[config.mk]
export PLATFORM = sky130hd
export DESIGN_NAME = alu_issue_flat
export DESIGN_NICKNAME = d
export VERILOG_FILES = /design/src/rtl/alu_pkg.sv /design/src/rtl/alu_issue_if.sv /design/src/rtl/alu_cmd_fifo.sv /design/src/rtl/alu_issue.sv /design/src/flat_wrapper.sv
export SDC_FILE = /design/constraint.sdc
export NUM_CORES = 1
export LEC_CHECK = 0
export CAP_MARGIN = 30
export CORE_ASPECT_RATIO = 0.6
export CORE_MARGIN = 2
export CORE_UTILIZATION = 58
export DETAILED_ROUTE_END_ITERATION = 10
export PLACE_DENSITY = 0.84
export RECOVER_POWER = 100
export SYNTH_ARGS = -nofsm -noshare
export SYNTH_HDL_FRONTEND = slang
export SYNTH_HIERARCHICAL = 1
export SYNTH_SLANG_ARGS = --single-unit
[constraint.sdc]
create_clock -name clk -period 5.6 [get_ports clk]
set_input_delay 1.68 -clock clk [delete_from_list [all_inputs] [get_ports clk]]
set_output_delay 1.68 -clock clk [all_outputs]
set_load 0.05 [all_outputs]
[src/rtl/alu_pkg.sv]
// alu_pkg: opcodes shared with the ALU, issue-FSM state encoding and opcode legality helper.
package alu_pkg;
  localparam logic [3:0] ALU_OP_ADD = 4'b0000;
  localparam logic [3:0] ALU_OP_SUB = 4'b0001;
  localparam logic [1:0] ST_IDLE    = 2'd0;
  localparam logic [1:0] ST_ISSUE   = 2'd1;
  localparam logic [1:0] ST_CAPTURE = 2'd2;
  localparam logic [1:0] ST_RESP    = 2'd3;
  typedef enum logic [1:0] {
    IDLE    = ST_IDLE,
    ISSUE   = ST_ISSUE,
    CAPTURE = ST_CAPTURE,
    RESP    = ST_RESP
  } state_t;
  function automatic logic op_legal(input logic [3:0] op);
    return op == ALU_OP_ADD || op == ALU_OP_SUB;
  endfunction
endpackage

[src/rtl/alu_issue_if.sv]
// alu_issue_if: command, ALU and response signals of the issue stage; master drives commands, slave is the issue block.
interface alu_issue_if #(parameter int WIDTH = 8);
  logic             in_valid;
  logic             in_ready;
  logic [WIDTH-1:0] in_a;
  logic [WIDTH-1:0] in_b;
  logic [3:0]       in_op;
  logic [WIDTH-1:0] alu_a;
  logic [WIDTH-1:0] alu_b;
  logic [3:0]       alu_op;
  logic [WIDTH-1:0] alu_result;
  logic             out_valid;
  logic             out_ready;
  logic [WIDTH-1:0] out_result;
  logic             out_err;
  modport master (
    output in_valid, in_a, in_b, in_op, out_ready, alu_result,
    input  in_ready, alu_a, alu_b, alu_op, out_valid, out_result, out_err
  );
  modport slave (
    input  in_valid, in_a, in_b, in_op, out_ready, alu_result,
    output in_ready, alu_a, alu_b, alu_op, out_valid, out_result, out_err
  );
endinterface

[src/rtl/alu_cmd_fifo.sv]
// alu_cmd_fifo: DEPTH-entry synchronous command FIFO with full/empty flags and power-of-two wrapping pointers.
module alu_cmd_fifo #(
  parameter int DEPTH = 4,
  parameter int DW    = 20
) (
  input  logic          clk,
  input  logic          rst_n,
  input  logic          i_push,
  input  logic [DW-1:0] i_data,
  input  logic          i_pop,
  output logic [DW-1:0] o_data,
  output logic          o_full,
  output logic          o_empty
);
  localparam int AW = $clog2(DEPTH);
  logic [DW-1:0] r_mem [DEPTH];
  logic [AW-1:0] r_wr;
  logic [AW-1:0] r_rd;
  logic [AW:0]   r_count;
  logic          w_push;
  logic          w_pop;
  assign o_full  = r_count == (AW+1)'(DEPTH);
  assign o_empty = r_count == '0;
  assign w_push  = i_push && !o_full;
  assign w_pop   = i_pop && !o_empty;
  assign o_data  = r_mem[r_rd];
  always_ff @(posedge clk) begin
    if (w_push) r_mem[r_wr] <= i_data;
  end
  always_ff @(posedge clk or negedge rst_n) begin
    if (!rst_n) begin
      r_wr    <= '0;
      r_rd    <= '0;
      r_count <= '0;
    end else begin
      r_wr    <= r_wr + AW'(w_push);
      r_rd    <= r_rd + AW'(w_pop);
      r_count <= r_count + (AW+1)'(w_push) - (AW+1)'(w_pop);
    end
  end
endmodule

[src/rtl/alu_issue.sv]
// alu_issue: buffers ALU commands, issues them one at a time to a registered ALU and returns in-order responses;
// illegal opcodes bypass the ALU and complete with the error flag set.
module alu_issue
  import alu_pkg::*;
#(
  parameter int DEPTH = 4,
  parameter int WIDTH = 8
) (
  input logic        clk,
  input logic        rst_n,
  alu_issue_if.slave io_bus
);
  localparam int DW = 2*WIDTH+4;
  state_t           r_state, w_state;
  logic [WIDTH-1:0] r_alu_a, r_alu_b, r_res, w_alu_a, w_alu_b, w_res;
  logic [3:0]       r_alu_op, w_alu_op;
  logic             r_valid, r_err, w_valid, w_err;
  logic             w_pop, w_full, w_empty;
  logic [DW-1:0]    w_head;
  logic [WIDTH-1:0] w_ha, w_hb;
  logic [3:0]       w_hop;
  alu_cmd_fifo #(.DEPTH(DEPTH), .DW(DW)) u_fifo (
    .clk     (clk),
    .rst_n   (rst_n),
    .i_push  (io_bus.in_valid),
    .i_data  ({io_bus.in_a, io_bus.in_b, io_bus.in_op}),
    .i_pop   (w_pop),
    .o_data  (w_head),
    .o_full  (w_full),
    .o_empty (w_empty)
  );
  assign {w_ha, w_hb, w_hop} = w_head;
  assign io_bus.in_ready   = !w_full;
  assign io_bus.alu_a      = r_alu_a;
  assign io_bus.alu_b      = r_alu_b;
  assign io_bus.alu_op     = r_alu_op;
  assign io_bus.out_valid  = r_valid;
  assign io_bus.out_result = r_res;
  assign io_bus.out_err    = r_err;
  // IDLE and an acknowledged RESP share the dispatch path, so illegal commands stream at one per cycle
  always_comb begin
    w_state  = r_state;
    w_alu_a  = r_alu_a;
    w_alu_b  = r_alu_b;
    w_alu_op = r_alu_op;
    w_res    = r_res;
    w_err    = r_err;
    w_valid  = r_valid;
    w_pop    = 1'b0;
    case (r_state)
      IDLE, RESP: if (r_state == IDLE || io_bus.out_ready) begin
        w_valid = 1'b0;
        w_state = IDLE;
        if (!w_empty) begin
          w_pop = 1'b1;
          if (op_legal(w_hop)) begin
            w_alu_a  = w_ha;
            w_alu_b  = w_hb;
            w_alu_op = w_hop;
            w_state  = ISSUE;
          end else begin
            w_res   = '0;
            w_err   = 1'b1;
            w_valid = 1'b1;
            w_state = RESP;
          end
        end
      end
      ISSUE: w_state = CAPTURE;
      CAPTURE: begin
        w_res   = io_bus.alu_result;
        w_err   = 1'b0;
        w_valid = 1'b1;
        w_state = RESP;
      end
    endcase
  end
  always_ff @(posedge clk or negedge rst_n) begin
    if (!rst_n) begin
      r_state  <= IDLE;
      r_alu_a  <= '0;
      r_alu_b  <= '0;
      r_alu_op <= ALU_OP_ADD;
      r_res    <= '0;
      r_err    <= 1'b0;
      r_valid  <= 1'b0;
    end else begin
      r_state  <= w_state;
      r_alu_a  <= w_alu_a;
      r_alu_b  <= w_alu_b;
      r_alu_op <= w_alu_op;
      r_res    <= w_res;
      r_err    <= w_err;
      r_valid  <= w_valid;
    end
  end
endmodule
[src/flat_wrapper.sv]
// flat-port wrapper written by rule: the top's interface ports become plain ports
module alu_issue_flat import alu_pkg::*;
#(
  parameter int DEPTH = 4,
  parameter int WIDTH = 8
)
  (clk, rst_n, io_bus_in_valid, io_bus_in_a, io_bus_in_b, io_bus_in_op, io_bus_out_ready, io_bus_alu_result, io_bus_in_ready, io_bus_alu_a, io_bus_alu_b, io_bus_alu_op, io_bus_out_valid, io_bus_out_result, io_bus_out_err);
  alu_issue_if #(.WIDTH(WIDTH)) io_bus_i ();
  input logic clk;
  input logic rst_n;
  input wire logic [$bits(io_bus_i.in_valid)-1:0] io_bus_in_valid;
  input wire logic [$bits(io_bus_i.in_a)-1:0] io_bus_in_a;
  input wire logic [$bits(io_bus_i.in_b)-1:0] io_bus_in_b;
  input wire logic [$bits(io_bus_i.in_op)-1:0] io_bus_in_op;
  input wire logic [$bits(io_bus_i.out_ready)-1:0] io_bus_out_ready;
  input wire logic [$bits(io_bus_i.alu_result)-1:0] io_bus_alu_result;
  output wire logic [$bits(io_bus_i.in_ready)-1:0] io_bus_in_ready;
  output wire logic [$bits(io_bus_i.alu_a)-1:0] io_bus_alu_a;
  output wire logic [$bits(io_bus_i.alu_b)-1:0] io_bus_alu_b;
  output wire logic [$bits(io_bus_i.alu_op)-1:0] io_bus_alu_op;
  output wire logic [$bits(io_bus_i.out_valid)-1:0] io_bus_out_valid;
  output wire logic [$bits(io_bus_i.out_result)-1:0] io_bus_out_result;
  output wire logic [$bits(io_bus_i.out_err)-1:0] io_bus_out_err;
  assign io_bus_i.in_valid = io_bus_in_valid;
  assign io_bus_i.in_a = io_bus_in_a;
  assign io_bus_i.in_b = io_bus_in_b;
  assign io_bus_i.in_op = io_bus_in_op;
  assign io_bus_i.out_ready = io_bus_out_ready;
  assign io_bus_i.alu_result = io_bus_alu_result;
  assign io_bus_in_ready = io_bus_i.in_ready;
  assign io_bus_alu_a = io_bus_i.alu_a;
  assign io_bus_alu_b = io_bus_i.alu_b;
  assign io_bus_alu_op = io_bus_i.alu_op;
  assign io_bus_out_valid = io_bus_i.out_valid;
  assign io_bus_out_result = io_bus_i.out_result;
  assign io_bus_out_err = io_bus_i.out_err;
  alu_issue #(.DEPTH(DEPTH), .WIDTH(WIDTH)) u_core (.clk(clk), .rst_n(rst_n), .io_bus(io_bus_i));
endmodule
; Word level (Yosys, flattened, before mapping)
; Memory sizes are Yosys's and may differ from the RTL's.
; Cells that the tools add are included.
[classes]
bitwise_logic = 1
add_sub_neg = 4
n_lt_le_gt_ge = 0
n_mux = 21
eq_ne = 8
shifts = 0
multipliers = 0
div = 0
reduce_logical = 14
[ops]
columns = cell, count
row1 = 8-bit 2-to-1 mux, 3
row2 = 8-bit case mux with 2 select lines, 1
row3 = 1-bit 2-to-1 mux, 11
row4 = 4-bit AND reduction, 2
row5 = 2-bit 2-to-1 mux, 3
row6 = 2-bit case mux with 3 select lines, 1
row7 = 2-bit by 1-bit adder with 2-bit output, 2
row8 = "2-bit == test, second input constant", 2
row9 = "4-bit by 1-bit == test with 1-bit output, second input constant", 1
row10 = 4-bit zero test, 1
row11 = "2-bit != test, second input constant", 2
row12 = 1-bit case mux with 2 select lines, 2
row13 = 3-bit by 1-bit adder with 3-bit output, 1
row14 = "3-bit == test, second input constant", 1
row15 = 3-bit zero test, 1
row16 = 3-bit by 1-bit subtractor with 3-bit output, 1
row17 = "2-bit by 1-bit == test with 1-bit output, second input constant", 1
row18 = 1-bit logical AND, 2
row19 = 1-bit zero test, 2
row20 = 2-bit zero test, 1
row21 = 1-bit logical OR, 2
row22 = "2-bit by 1-bit != test with 1-bit output, second input constant", 1
row23 = 2-bit AND reduction, 1
row24 = 2-bit nonzero test, 1
row25 = other kinds (2), 2
[totals]
ff_bits = 39
inputBits = 32
ramBits = 80
romBits = 0
mem_count = 1
out_inout_bits = 31
wordCells = 59
latch_bits = 0
[mem_list]
columns = name, depth, width, rd, rd_clocked_by_memory_dff, write_ports, line_no
row1 = u_core.u_fifo.r_mem, 4, 20, 1, 0, 1, alu_cmd_fifo.sv:16  ; logic [DW-1:0] r_mem [DEPTH];

; Depth between registers and ports, before layout
; An unclocked memory read counts as a cell.
[depth]
word_depth = 7
ltp_mapped = 10
ltp_nobuf = 10

; Cells and area by module
; The synthesis kept the hierarchy.
[by_module_without_submodules]
columns = mod, area_per_inst_um2, instances, seq_area_each_um2, cells_each
row1 = alu_cmd_fifo, 3284.4, 1, 2577.5, 135
row2 = alu_issue, 1357.6, 1, 800.8, 89

; Worst setup path before layout
; No wires, ideal clock.
[synth_path]
path_kind = in2reg
start = input port io_bus_in_valid
end = memory u_core.u_fifo.r_mem[0][0] (enable)
n_path_buf = 0
setup_ps = 455
setup_slack_ps = 1346
arrival_ps = 3799
required_ps = 5145
cell_stages = 1
path_cell_list = nor4b_1
[synth_via]
elab_chain_len = 3
[synth_rtl]
columns = item, line_no
row1 = "start, declared", flat_wrapper.sv:11  ; input wire logic [$bits(io_bus_i.in_valid)-1:0] io_bus_in_valid;
row2 = 1-bit logical AND, alu_cmd_fifo.sv:24  ; assign w_push = i_push && !o_full;
row3 = 1-bit 2-to-1 mux, alu_cmd_fifo.sv:28  ; if (w_push) r_mem[r_wr] <= i_data;
row4 = 1-bit 2-to-1 mux (not written as such), alu_cmd_fifo.sv:28
row5 = "end, declared", alu_cmd_fifo.sv:16
; Every way passes these cells.

; Final worst setup path
[layout_path]
start = register u_core.u_fifo.r_rd[0]
end = register u_core.r_alu_b[2] (netlist: u_core/io_bus.alu_b[2])
[layout_via]
elab_chain_len = 4
elab_cells_between_ends = 5
cone_classes = 1 x eq/ne / 3 x reduce/logical / 1 x memory
[layout_rtl]
columns = item, line_no
row1 = "start, declared", alu_cmd_fifo.sv:18  ; logic [AW-1:0] r_rd;
row2 = "start signal, assigned", alu_cmd_fifo.sv:37  ; r_rd <= r_rd + AW'(w_pop);
row3 = memory read 4 x 20 bit *, -
row4 = via u_core.w_head[3], alu_issue.sv:19  ; logic [DW-1:0] w_head;
row5 = 4-bit by 1-bit == test with 1-bit output / 4-bit zero test (equally long branches), alu_pkg.sv:16  ; return op == ALU_OP_ADD || op == ALU_OP_SUB;
row6 = 1-bit logical OR *, alu_pkg.sv:16
row7 = 4-bit AND reduction (no line) *, -
row8 = "end signal, assigned", alu_issue.sv:90  ; r_alu_b <= w_alu_b;
row9 = "end, declared", alu_issue.sv:15  ; logic [WIDTH-1:0] r_alu_a, r_alu_b, r_res, w_alu_a, w_alu_b, w_res;
; The timed path passes the listed nets; every way through them passes the cells marked *.
; A chain may end at the register's enable or synchronous reset.

==> results.cfg <==
[run_status]
status = finished, violations left
violations = capacitance limit, slew limit

[grt]
grt_overflow = 0
grt_pass1_wl_um = 13500
first_global_vias = 2550
antenna_found_initial = 0
grt_use_total = 0.218
grt_max_degree = 40

[die]
fp.dieH_um = 73.3
core_sq_um = 7820
die_x_um = 119
ios = 63
start_util = 0.594
fp.dieArea_sq_um = 8760
rows = 25

[place]
place_inst = 392
hpwl_um = 4970
place_area_sq_um = 5420
portBuffers = 62
place_congestion = 0.754

[route]
dr.pass1.iters = 4
initialDrtViolationCount = 148
drc = 0
avgViaCountPerCell = 5.56
drtAntennaViolNets = 0
wire_per_inst_um = 19.7
wl_um = 8370
dr_total_vias = 2365

[clock_network]
clk_pin_slew_ps = 50
htree_levels = 4
post-cts-setup-buffer-count = 0
clockBufferDepth = 2
clock-sinks = 119
holdBufCountCts = 0
clock-root-buffer = clkbuf_16
clock_latency_ps = 400
numCtsBuffers = 17
cts_tree = yes
cts_resized = 0

[yosys]
post_synth_num_cell_types = 40
synthSimpleGateAreaFrac = 0.0353
synth_seq_area_share = 0.728
post_synth.cell_area_avg_sq_um = 20.7
synth_seq_cells = 119
synthArstFlopShare = 0.328
synth_edf_count = 80
synth_flop_cell = edfxtp_1
synth_xor_area_frac = 0.00943
syn_inst = 224
syn_nets = 261
synth.cell_area_sq_um = 4640
synthAdderAreaFrac = 0.0151
synth_mux_area_frac = 0.155
synth_compound_area_frac = 0.0399
synth_top_family_by_area = multiplexers
yosysWarnings = 6

[final_layout]
layout-drive-gt1-share = 0.155
design_area_sq_um = 5870
syn2layout_area_growth_pct = 26.4
nets = 341
finish.utilization = 0.751
fillers = 458
final_cells = 425
final_common_cell = edfxtp_1
final_cell_mix = 80 x edfxtp_1, 53 x dlygate4sd3_1, 39 x dfrtp_1
diodes = 0

[timing]
finalSetupTns_ps = 0
drv_slew = 40
hold_viol = 0
fin_crit_sh = 0.745
finalCriticalPeriod_ps = 4170
rsz0062_at_grt = no
fmax_ghz = 0.240
skew_ps = 5.22
relSlewSlack = -0.449
setup_violations = 0
worst_pin_slew_ps = 2170

[power_and_ir_drop]
max-vdd-ir-drop_uv = 337
power_density_nw_per_um2 = 619
p_leak_nw = 2.19
total_power_mw = 3.63

[run]
max-cap-violations = 1

[critical_path]
worstSetupStartpointType = flop
worst_r2r_path_depth = 5
worstPathMaxFanout = 20
crit_required_ps = 5880
worst_ep_arrival_time_ps = 4450
worstSetupPathType = flop to flop
worstSetupEndpointType = flop

[hold_path]
min_path_type = flop to flop
whs_path_depth = 1
[cells by family after synthesis]
group                      after synthesis
AOI/OAI and AO/OA                       21
xor gates and xnor gates                 5
adders and majority gates                5
buffers and inverters                   13
DFF                                    119
muxes                                   38
and+or+nand+nor                         23
[Yosys cell counts, drive strengths merged (2+ instances only)]
master  count  area [sq um]
and2        3          18.8
mux2       17           255
edfxtp     80          2400
a22o        8          70.1
nor4bb      2          20.0
dfrtp      39           976
nor3        3          15.0
ha          4          50.1
inv         6          22.5
or4         2          18.8
a21oi       3          15.0
buf         6          55.1
xnor2       4          35.0
mux4       20           454
o41a        2          22.5
nor2        5          21.3
nor3b       2          26.3
[critical path, stage by stage (launching register included)]
cell,delay [ps]
dfrtp_1,710
clkbuf_1,860
mux4_2,640
or3_1,410
or4_1,900
mux2_1,510
[registers in the layout, summed over array words and instances (netlist names)]
register                  cells
u_core/io_bus.out_result      8
u_core/io_bus.alu_op          4
u_core/io_bus.alu_a           8
u_core/io_bus.out_err         1
u_core/io_bus.out_valid       1
u_core/io_bus.alu_b           8
u_core/u_fifo/r_rd            2
u_core/r_state                2
u_core/u_fifo/r_wr            2
u_core/u_fifo/r_count         3
u_core/u_fifo/r_mem          80
[per-layer routing]
metal | vias up | share of wire | track usage
li1 | 1066 | - | -
met1 | 1209 | 0.45 | 0.285
met2 | 79 | 0.48 | 0.338
met3 | 11 | 0.054 | 0.0745
met4 | 0 | 0.015 | 0.102
met5 | - | 0 | 0
[through the flow]
stage               worst slack, ps  hold slack (ps)
floorplan                      1350              487
global placement               1690              468
detailed placement             1510              490
CTS                            1810              502
global route                   1110              507
finish                         1430              485
[power breakdown]
part	leakage [nW]	internal (mW)	switching, mW
sequential	1.21	1.21	0.148
clock	0.287	0.701	0.355
combinational	0.694	0.486	0.735
[worst paths after layout]
check / from / to / slack, ps
worst max-delay path: u_core/u_fifo/r_rd[0] / u_core/io_bus.alu_b[2] / 1430
worst min-delay path: u_core/io_bus.alu_op[0] / u_core/io_bus.alu_op[0] / 490
worst max register to register: u_core/u_fifo/r_rd[0] / u_core/io_bus.alu_b[2] / 1430
worst min register to register: u_core/io_bus.alu_op[0] / u_core/io_bus.alu_op[0] / 490
max in group asynchronous: rst_n / u_core/u_fifo/r_count[2] / 2450
min in group asynchronous: rst_n / u_core/io_bus.alu_b[3] / 1920
[area by class of cell]
type,count,area [sq um],share of cell area
clock inverters,12,134,0.0228
clock buffers,20,447,0.0761
inverters,6,22.5,0.00384
flip-flops and latches,119,3380,0.576
repair buffers,68,648,0.110
well taps,108,135,0.0230
multi-input cells,92,1100,0.188
Note: power is estimated with default switching activity, not from simulation.
